===== config.mk =====
export PLATFORM = sky130hd
export DESIGN_NAME = uart_wrapper
export DESIGN_NICKNAME = d
export VERILOG_FILES = /design/src/rtl/uart_wrapper.sv
export SDC_FILE = /design/constraint.sdc
export NUM_CORES = 1
export LEC_CHECK = 0
export CAP_MARGIN = 20
export CORE_MARGIN = 1.5
export CORE_UTILIZATION = 40
export CTS_CLUSTER_SIZE = 14
export DETAILED_ROUTE_END_ITERATION = 10
export MAX_ROUTING_LAYER = met4
export PLACE_DENSITY = 0.71
export SLEW_MARGIN = 20
export SYNTH_ARGS = -nofsm -noshare
export SYNTH_HDL_FRONTEND = slang
export SYNTH_SLANG_ARGS = --single-unit
export TNS_END_PERCENT = 10

===== constraint.sdc =====
create_clock -name clk -period 3.3 [get_ports clk]
set_input_delay 0.66 -clock clk [delete_from_list [all_inputs] [get_ports clk]]
set_output_delay 0.66 -clock clk [all_outputs]
set_load 0.01 [all_outputs]

===== src/rtl/uart_wrapper.sv =====
// UART command/response wrapper: assembles two received bytes into a 16-bit
// command and serialises one response byte per trmt pulse, full duplex.
module uart_wrapper #(
  parameter int BAUD_DIV = 2604
) (
  input  logic        clk,
  input  logic        rst_n,
  input  logic        RX,
  output logic        TX,
  output logic [15:0] cmd,
  output logic        cmd_rdy,
  input  logic        clr_cmd_rdy,
  input  logic        trmt,
  input  logic [7:0]  resp,
  output logic        tx_done
);

  localparam int CW = $clog2(BAUD_DIV + 1);
  localparam logic [CW-1:0] BAUD_FULL = CW'(BAUD_DIV);
  localparam logic [CW-1:0] BAUD_HALF = CW'(BAUD_DIV / 2);
  localparam logic [CW-1:0] BAUD_LAST = CW'(BAUD_DIV - 1);
  localparam logic [CW-1:0] CNT_ONE   = CW'(1);

  typedef enum logic {RX_IDLE, RX_RECV}     rx_state_t;
  typedef enum logic {WAIT_HIGH, WAIT_LOW}  asm_state_t;
  typedef enum logic {TX_IDLE, TX_XMIT}     tx_state_t;

  rx_state_t  rx_state, rx_next;
  asm_state_t asm_state, asm_next;
  tx_state_t  tx_state, tx_next;

  logic          rx_ff1, rx_ff2, rx_prev;
  logic [CW-1:0] rx_cnt;
  logic [3:0]    rx_bits;
  logic [7:0]    rx_shift;
  logic [7:0]    high_byte;
  logic          start_det, rx_tick, rx_done;

  logic [CW-1:0] tx_cnt;
  logic [3:0]    tx_bits;
  logic [9:0]    tx_shift;
  logic          tx_load, tx_tick, tx_end;

  assign start_det = (rx_state == RX_IDLE) && rx_prev && !rx_ff2;
  assign rx_tick   = (rx_state == RX_RECV) && (rx_cnt == CNT_ONE);
  // The stop-bit sample is the 10th; by then rx_shift holds exactly the 8 data bits.
  assign rx_done   = rx_tick && (rx_bits == 4'd9);

  always_ff @(posedge clk or negedge rst_n) begin
    if (!rst_n) begin
      rx_state  <= RX_IDLE;
      asm_state <= WAIT_HIGH;
      tx_state  <= TX_IDLE;
    end else begin
      rx_state  <= rx_next;
      asm_state <= asm_next;
      tx_state  <= tx_next;
    end
  end

  always_comb begin
    rx_next  = rx_state;
    asm_next = asm_state;
    tx_next  = tx_state;
    case (rx_state)
      RX_IDLE: if (start_det) rx_next = RX_RECV;
      RX_RECV: if (rx_done)   rx_next = RX_IDLE;
      default: rx_next = RX_IDLE;
    endcase
    case (asm_state)
      WAIT_HIGH: if (rx_done) asm_next = WAIT_LOW;
      WAIT_LOW:  if (rx_done) asm_next = WAIT_HIGH;
      default:   asm_next = WAIT_HIGH;
    endcase
    case (tx_state)
      TX_IDLE: if (trmt)   tx_next = TX_XMIT;
      TX_XMIT: if (tx_end) tx_next = TX_IDLE;
      default: tx_next = TX_IDLE;
    endcase
  end

  // Counter reloads on the sampling cycle, so samples land exactly BAUD_DIV apart.
  always_ff @(posedge clk or negedge rst_n) begin
    if (!rst_n) begin
      rx_ff1   <= 1'b1;
      rx_ff2   <= 1'b1;
      rx_prev  <= 1'b1;
      rx_cnt   <= '0;
      rx_bits  <= '0;
      rx_shift <= '0;
    end else begin
      rx_ff1  <= RX;
      rx_ff2  <= rx_ff1;
      rx_prev <= rx_ff2;
      if (start_det) begin
        rx_cnt  <= BAUD_HALF;
        rx_bits <= '0;
      end else if (rx_state == RX_RECV) begin
        if (rx_tick) begin
          rx_cnt   <= BAUD_FULL;
          rx_bits  <= rx_bits + 4'd1;
          rx_shift <= {rx_ff2, rx_shift[7:1]};
        end else begin
          rx_cnt <= rx_cnt - CNT_ONE;
        end
      end
    end
  end

  always_ff @(posedge clk or negedge rst_n) begin
    if (!rst_n) begin
      high_byte <= '0;
      cmd       <= '0;
      cmd_rdy   <= 1'b0;
    end else begin
      if (rx_done && asm_state == WAIT_HIGH)
        high_byte <= rx_shift;
      if (rx_done && asm_state == WAIT_LOW) begin
        cmd     <= {high_byte, rx_shift};
        cmd_rdy <= 1'b1;
      end else if (clr_cmd_rdy || (start_det && asm_state == WAIT_HIGH)) begin
        cmd_rdy <= 1'b0;
      end
    end
  end

  assign tx_load = (tx_state == TX_IDLE) && trmt;
  assign tx_tick = (tx_state == TX_XMIT) && (tx_cnt == BAUD_LAST);
  assign tx_end  = tx_tick && (tx_bits == 4'd9);
  assign TX      = tx_shift[0];

  always_ff @(posedge clk or negedge rst_n) begin
    if (!rst_n) begin
      tx_shift <= '1;
      tx_cnt   <= '0;
      tx_bits  <= '0;
      tx_done  <= 1'b0;
    end else if (tx_load) begin
      tx_shift <= {1'b1, resp, 1'b0};
      tx_cnt   <= '0;
      tx_bits  <= '0;
      tx_done  <= 1'b0;
    end else if (tx_state == TX_XMIT) begin
      if (tx_tick) begin
        tx_shift <= {1'b1, tx_shift[9:1]};
        tx_cnt   <= '0;
        tx_bits  <= tx_bits + 4'd1;
        if (tx_end) tx_done <= 1'b1;
      end else begin
        tx_cnt <= tx_cnt + CNT_ONE;
      end
    end
  end

endmodule


==> Yosys cells after proc, flatten, opt, wreduce, memory -nomap -nowiden <==
Index checks and enable logic that the tools add are counted.
{ "word_totals": {"regBits": 82, "out_inout_bits": 19, "elab_cells": 79} }
{ "op_classes": {"add_sub_neg": 4, "n_eq_ne": 4, "muxes": 29, "n_bitwise": 4, "n_reduce_logical": 22} }
{ "ops": {"columns": ["cell", "n"], "rows": [
  ["two-way mux 12 bit", 6],
  ["two-way mux 10 bit", 3],
  ["two-way mux 4 bit", 6],
  ["adder 12 x 1 -> 12 bit, second input constant", 1],
  ["equality test 12 x 1 -> 1 bit, second input constant", 1],
  ["equality test 12 bit, second input constant", 1],
  ["nonzero test 2 bit", 6],
  ["subtractor 12 x 1 -> 12 bit, second input constant", 1],
  ["two-way mux 1 bit", 11],
  ["logical AND 1 bit", 10],
  ["adder 4 x 1 -> 4 bit, second input constant", 2],
  ["equality test 4 bit, second input constant", 2],
  ["case mux 1 bit (2 select lines)", 3],
  ["AND reduction 3 bit", 2],
  ["NOT 1 bit", 4],
  ["AND reduction 2 bit", 2],
  ["logical NOT 1 bit", 1],
  ["logical OR 1 bit", 1]
]} }

==> Longest topological paths before layout <==
Gate-level depths: netlist (run 1).
{ "logic_depth": {"word_depth": 7, "ltp_mapped": 10, "depth_no_buf": 7} }

==> Least setup slack after synthesis (run 1) <==
OpenSTA, ideal clock, no wires.
{ "synth_path": {"path_type": "register -> register", "start": "reg rx_cnt[4]", "end": "reg cmd[10]", "setup_time_ns": 0.125, "arrival_time_ns": 2.550, "required_time_ns": 3.175, "path_slack_ns": 0.625, "stages_incl_launch_ff": 10, "path_buffers": 4, "period_less_slack_ns": 2.675, "path_cell_list": "dfrtp_1 -> buf_6 -> nor4_4 -> nand4_2 -> buf_6 -> nor3_1 -> ha_1 -> clkbuf_1 -> clkbuf_1 -> mux2_2"} }
{ "synth_between": {"elab_chain_cells": 4} }
{ "synth_lines": {"columns": ["item", "line", "source"], "rows": [
  ["start: declaration", "33", "logic [CW-1:0] rx_cnt;"],
  ["start signal: assignment", "104", "rx_cnt <= rx_cnt - CNT_ONE;"],
  ["equality test 12 x 1 -> 1 bit", "45", "assign rx_tick = (rx_state == RX_RECV) && (rx_cnt == CNT_ONE);"],
  ["logical AND 1 bit", "45", null],
  ["logical AND 1 bit", "47", "assign rx_done = rx_tick && (rx_bits == 4'd9);"],
  ["logical AND 1 bit", "118", "if (rx_done && asm_state == WAIT_LOW) begin"],
  ["end signal: assignment", "119", "cmd <= {high_byte, rx_shift};"],
  ["end: declaration", "10", "output logic [15:0] cmd,"]
]} }
No other way between the ends.
A chain may end at the register's enable or synchronous reset.

==> Worst setup path in the final report (run 1) <==
Same ends and word-level chain as after synthesis.

==> impl_metrics.py, run 1 <==
metrics = {
    "die": {
        "io_pins": 32,
        "dieWidth_um": 98.8,
        "die_h_um": 98.8,
        "core_um2": 8810,
        "die_area_um2": 9760,
        "start_util": 0.417,
        "num_rows": 34,
    },
    "timing": {
        "rsz0062_at_grt": "false",
        "period_minus_slack_ns": 2.64,
        "max_slew_margin": 0.483,
        "finalSetupViolCount": 0,
        "finalHoldViolCount": 0,
        "fin_skew_ns": 0.00937,
        "fin_crit_sh": 0.801,
        "final-max-slew-violation-count": 0,
        "tightestPinTransition_ns": 0.775,
        "tns_ns": 0,
        "fmax_mhz": 378,
    },
    "pwr": {
        "p_clk_frac": 0.320,
        "switching_share": 0.303,
        "p_per_area_nw_per_um2": 592,
        "power.internal_uw": 1770,
        "p_switching_uw": 767,
        "p_seq_frac": 0.517,
        "p_leak_uw": 0.00197,
        "vdd_drop_max_mv": 0.308,
        "pwr-share-comb": 0.162,
    },
    "detailed_routing": {
        "vias_per_cell": 5.33,
        "top_layer": "met4",
        "antenna_left": 0,
        "wl_per_cell_um": 14.7,
        "drt_iter0_markers": 174,
        "wl_met1_um": 3150,
        "first_pass_iters": 9,
        "drc": 3,
        "routed-wl-met3_um": 301,
        "via_count": 2514,
        "met2_length_um": 3420,
        "drt-total-wl_um": 6940,
    },
    "placement": {
        "portBuffers": 31,
        "place_inst": 456,
        "dp_hpwl_um": 4620,
        "gp_congestion": 0.852,
    },
    "critical_path": {
        "critPathRequiredTime_ns": 3.54,
        "cp_data_arrival_time_ns": 2.88,
        "r2r_slack_ns": 0.66,
        "worst_r2r_startpoint": "rx_cnt[4]$_DFFE_PN0P_",
        "r2r-end": "cmd[10]$_DFFE_PN0P_",
        "critical_path_class": "reg -> reg",
        "cp_max_fo": 17,
        "worst-r2r-cell-count": 5,
        "cp-start-kind": "flip-flop",
        "endpoint_kind": "flip-flop",
    },
    "global_route": {
        "grt_pass1_vias": 2571,
        "grt_usage": 0.161,
        "grt_overflow": 0,
        "antenna_found_initial": 0,
        "grt_max_degree": 82,
        "grt_pass1_wl_um": 12100,
    },
    "clocking": {
        "clockBufferDepth": 2,
        "cts_buffers": 9,
        "postCtsSetupBuffers": 0,
        "cts_sinks": 81,
        "cts_root_buffer": "clkbuf_8",
        "clk_latency_ns": 0.36,
        "htreeDepth": 3,
        "path_clk_slew_ns": 0.09,
        "cts_tree": "built",
        "post_cts_resized": 0,
        "postCtsHoldBufs": 0,
    },
    "layout": {
        "final_cell_mix": "dfrtp_1, nand2_1, clkdlybuf4s50_1",
        "layout-drive-gt1-share": 0.165,
        "syn_to_final_growth_pct": 16.7,
        "layout.cells.most_common": "dfrtp_1",
        "stdcell_count": 472,
        "final_util": 0.487,
        "final_nets": 381,
        "num_antenna_cells": 0,
    },
    "logic_synthesis": {
        "netlist_area_um2": 3670,
        "synthSimpleGateAreaFrac": 0.159,
        "avgSynthCellArea_um2": 11.2,
        "muxShareOfSynthArea": 0.0982,
        "syn_inst": 329,
        "synth-xor-area-share": 0.0358,
        "ys_seq_area_frac": 0.556,
        "yosysWarnings": 0,
        "synth_compound_area_frac": 0.0890,
        "async_flop_share": 1.00,
        "synth_top_family_by_area": "simple AND/OR/NAND/NOR gates",
        "synth_nets": 351,
        "synth_cell_types": 46,
        "ys_ff_latch": 81,
        "synth_flop_cell": "dfrtp_1",
        "synth_edf_count": 0,
        "synth_fa_ha_area_frac": 0.0307,
    },
    "status": {
        "violations": "design-rule violations",
        "status": "complete, but fails checks",
    },
    "worst_hold_path": {
        "worstHoldPathType": "in -> async",
    },
    "run": {
        "cap_violations": 0,
    },
}
## worst max-delay path, stage by stage, from the launching register on
cell and delay (ns):
dfrtp_1 0.48, nor4_4 0.40, nand4_2 0.16, nor3_1 0.34, ha_1 0.74, mux2_2 0.41
## state kept, by name, indices dropped and copies added (netlist names), 4 cells and up
register	cells
rx_shift	8
rx_cnt	12
tx_shift	9
tx_bits	4
cmd	16
tx_cnt	12
rx_bits	4
high_byte	8
## Yosys cell counts (2+ instances only)
library cell,n,share of area
mux2_2,24,0.074
or3_1,4,0.0068
nor3_1,6,0.0082
a21oi_1,6,0.0082
a31oi_1,2,0.0034
o31ai_1,2,0.0041
and4_1,2,0.0048
buf_2,4,0.0055
nor4bb_1,3,0.0082
dfstp_2,12,0.086
nand2b_1,2,0.0034
clkbuf_1,8,0.0082
mux2i_1,9,0.025
nand3_1,15,0.020
nor2b_1,3,0.0051
o211ai_1,2,0.0041
inv_1,11,0.011
xor2_1,6,0.014
o31a_1,2,0.0048
a32o_1,2,0.0055
o21ai_1,3,0.0041
nand2_1,47,0.048
buf_6,2,0.0061
o2111ai_1,2,0.0048
o21ai_0,25,0.034
xnor2_1,9,0.021
nor4_1,4,0.0068
ha_1,9,0.031
dfrtp_1,69,0.47
nor2_1,18,0.018
## metrics by stage
step | cell area, µm² | total power, µW | hold WS [ns] | worst slack [ns]
finish | 4280 | 2530 | 0.324 | 0.657
global route | 4280 | 2690 | 0.365 | 0.484
CTS | 4280 | 2560 | 0.360 | 0.656
detailed placement | 4060 | 1740 | 0.347 | 0.669
global placement | 4060 | 1710 | 0.348 | 0.774
floorplan | 3670 | 1610 | 0.345 | 0.625
## logic make-up after synthesis
kind of cell,Yosys count
AOI/OAI and AO/OA,52
xor gates and xnor gates,15
adders and majority gates,9
buffers and inverters,25
DFF,81
muxes,33
and+or+nand+nor,114
## routing by layer
metal	vias up	GRT usage
li1	1215	-
met1	1239	0.197
met2	50	0.259
met3	10	0.0489
met4	0	0.0440
met5	-	-
## power groups by stage
stage                     clock, µW  sequential [µW]  combinational (µW)
after detailed placement          0             1330                 413
after CTS                       837             1310                 415
after global placement            0             1320                 399
after global routing            880             1340                 471
final                           812             1310                 412
after floorplan                   0             1260                 352
## how the worst max path moves through the flow
stage / start / endpoint / slack [ns] / cells after the start
after floorplan: rx_cnt[4]$_DFFE_PN0P_ / cmd[10]$_DFFE_PN0P_ / 0.63 / 9
after global placement: rx_cnt[4]$_DFFE_PN0P_ / cmd[14]$_DFFE_PN0P_ / 0.77 / 5
after detailed placement: rx_cnt[4]$_DFFE_PN0P_ / cmd[11]$_DFFE_PN0P_ / 0.67 / 5
after CTS: rx_cnt[4]$_DFFE_PN0P_ / cmd[10]$_DFFE_PN0P_ / 0.66 / 5
after global routing: rx_state$_DFF_PN0_ / cmd[6]$_DFFE_PN0P_ / 0.48 / 5
final: rx_cnt[4]$_DFFE_PN0P_ / cmd[10]$_DFFE_PN0P_ / 0.66 / 5
## layout make-up
type / count / area, µm²
Clock inverter: 7 / 101
Multi-Input combinational cell: 223 / 1510
Fill cell: 767 / 4520
Timing Repair Buffer: 33 / 327
Inverter: 11 / 41.3
Sequential cell: 81 / 2040
Clock buffer: 9 / 124
Tap cell: 108 / 135
Note: power is estimated with default switching activity, not from simulation.
==> run 2: changes to the inputs <==
- PLACE_DENSITY: 0.71 -> 0.73
- clock period: 3.3 -> 2.4 ns (I/O delays scaled with it)
==> run 2 against run 1 <==
Net effect: the flow still finishes with violations (design-rule violations); critical path type unchanged; clock-buffer cell count is the same; power increased by 29%; hold slack got worse by 0.23 ns; critical endpoint is now high_byte[6]$_DFFE_PN0P_; global-route usage shrank 1.1 points; cell count increased by 1.1%; final area up 0.15%; critical path depth up 2; setup slack got worse by 0.48 ns; clock skew is 0.0023 ns higher; non-clock buffer count up 5; routed wire length down 5.7%.
==> impl_metrics.py, run 2 (synthesized netlist as in run 1, its figures left out) <==
metrics = {
    "timing": {
        "fin_skew_ns": 0.0117,
        "fmax_mhz": 449,
        "final-max-slew-violation-count": 0,
        "rsz0062_at_grt": "false",
        "tns_ns": 0,
        "tightestPinTransition_ns": 0.610,
        "max_slew_margin": 0.594,
        "finalHoldViolCount": 0,
        "period_minus_slack_ns": 2.23,
        "fin_crit_sh": 0.927,
        "finalSetupViolCount": 0,
    },
    "critical_path": {
        "crit_family": "simple AND/OR/NAND/NOR gates",
        "critPathRequiredTime_ns": 2.64,
        "cp_max_fo": 8,
        "cp-start-kind": "flip-flop",
        "endpoint_kind": "flip-flop",
        "critPathSlowestCell": "dfrtp_1",
        "r2r-end": "high_byte[6]$_DFFE_PN0P_",
        "r2r_slack_ns": 0.17,
        "worst_r2r_startpoint": "rx_cnt[1]$_DFFE_PN0P_",
        "critPathBufInv": 1,
        "cp_data_arrival_time_ns": 2.46,
        "worst-r2r-cell-count": 7,
        "critPathMaxStageDelay_ns": 0.43,
        "worstPathCellList": "inv_1 > ha_1 > and4bb_2 > nand4_2 > nor3_2 > ha_1 > mux2_2",
        "cpMostUsedCell": "ha_1",
        "critical_path_class": "reg -> reg",
    },
    "clocking": {
        "clockBufferDepth": 2,
        "path_clk_slew_ns": 0.08,
        "postCtsHoldBufs": 0,
        "postCtsSetupBuffers": 0,
        "cts_tree": "built",
        "post_cts_resized": 0,
        "cts_root_buffer": "clkbuf_8",
        "clk_latency_ns": 0.35,
        "cts_buffers": 9,
        "cts_sinks": 81,
        "htreeDepth": 3,
    },
    "layout": {
        "num_antenna_cells": 0,
        "fillers": 802,
        "regMostFlops": "cmd",
        "syn_to_final_growth_pct": 16.9,
        "top_regs": "cmd x16, rx_cnt x12, tx_cnt x12",
        "final_nets": 386,
        "final_cell_area_um2": 4290,
        "layout.cells.most_common": "dfrtp_1",
        "largest_reg_flops": 16,
        "final_cell_mix": "dfrtp_1, nand2_1, clkdlybuf4s50_1",
        "layout-drive-gt1-share": 0.179,
    },
    "global_route": {
        "grt_pass1_vias": 2511,
        "grt_usage": 0.150,
        "grt_overflow": 0,
        "grt_pass1_wl_um": 11500,
        "antenna_found_initial": 0,
        "grt_max_degree": 44,
    },
    "worst_hold_path": {
        "worstHoldPathType": "in -> async",
    },
    "pwr": {
        "pwr-share-comb": 0.177,
        "p_leak_uw": 0.00196,
        "power.internal_uw": 2220,
        "vdd_drop_max_mv": 0.474,
        "p_per_area_nw_per_um2": 762,
        "p_seq_frac": 0.549,
        "switching_share": 0.319,
        "p_clk_frac": 0.273,
        "p_switching_uw": 1040,
    },
    "status": {
        "violations": "design-rule violations",
        "status": "complete, but fails checks",
    },
    "detailed_routing": {
        "wl_per_cell_um": 13.7,
        "first_pass_iters": 8,
        "via_count": 2525,
        "drt_iter0_markers": 102,
        "antenna_left": 0,
        "drc": 4,
        "drt-total-wl_um": 6550,
        "vias_per_cell": 5.29,
    },
    "die": {
        "num_rows": 34,
        "core_um2": 8810,
        "die_h_um": 98.8,
        "die_area_um2": 9760,
        "start_util": 0.417,
        "io_pins": 32,
        "dieWidth_um": 98.8,
    },
    "placement": {
        "portBuffers": 31,
        "dp_hpwl_um": 4490,
        "place_area_um2": 4110,
        "gp_congestion": 0.868,
    },
    "run": {
        "cap_violations": 0,
    },
}
-- run 2: stage by stage --
stage / total power, µW / cells / setup slack, ns / utilization / hold slack [ns]
floorplan: 2220 / 329 / 0.0522 / - / 0.184
global placement: 2360 / 461 / 0.258 / 0.467 / 0.348
detailed placement: 2400 / 461 / 0.171 / 0.467 / 0.352
CTS: 3310 / 477 / 0.170 / 0.487 / 0.0929
global route: 3470 / 477 / 0.0317 / 0.487 / 0.120
finish: 3270 / 477 / 0.175 / 0.487 / 0.0947
-- run 2: per-layer routing --
layer / wire length, µm / vias up / GRT usage
li1: - / 1232 / -
met5: 0 / - / -
met1: 3070 / 1230 / 0.193
met2: 3170 / 57 / 0.233
met4: 52 / 0 / 0.0495
met3: 261 / 6 / 0.0362
-- run 2: power groups by stage --
| stage | Sequential, µW | Combinational, µW | Clock [µW] |
|---|---|---|---|
| global placement | 1800 | 562 | 0 |
| detailed placement | 1810 | 583 | 0 |
| finish | 1800 | 580 | 892 |
| CTS | 1790 | 588 | 931 |
| global route | 1830 | 657 | 982 |
| floorplan | 1740 | 484 | 0 |
-- run 2: final cells by class --
cell class	instances	area, µm²	area share
Inverter	11	41.3	0.00962
Clock inverter	7	56.3	0.0131
Timing Repair Buffer	38	373	0.0869
Multi-Input combinational cell	223	1520	0.354
Sequential cell	81	2040	0.476
Clock buffer	9	124	0.0289
Tap cell	108	135	0.0315
-- run 2: worst max-delay path by stage --
stage,start,end,depth (start not counted)
final,rx_cnt[1]$_DFFE_PN0P_,high_byte[6]$_DFFE_PN0P_,7
after CTS,rx_cnt[1]$_DFFE_PN0P_,high_byte[6]$_DFFE_PN0P_,7
after global placement,rx_cnt[4]$_DFFE_PN0P_,high_byte[5]$_DFFE_PN0P_,5
after detailed placement,rx_cnt[4]$_DFFE_PN0P_,high_byte[3]$_DFFE_PN0P_,5
after global routing,rx_cnt[1]$_DFFE_PN0P_,high_byte[6]$_DFFE_PN0P_,7
after floorplan,rx_cnt[4]$_DFFE_PN0P_,cmd[10]$_DFFE_PN0P_,9
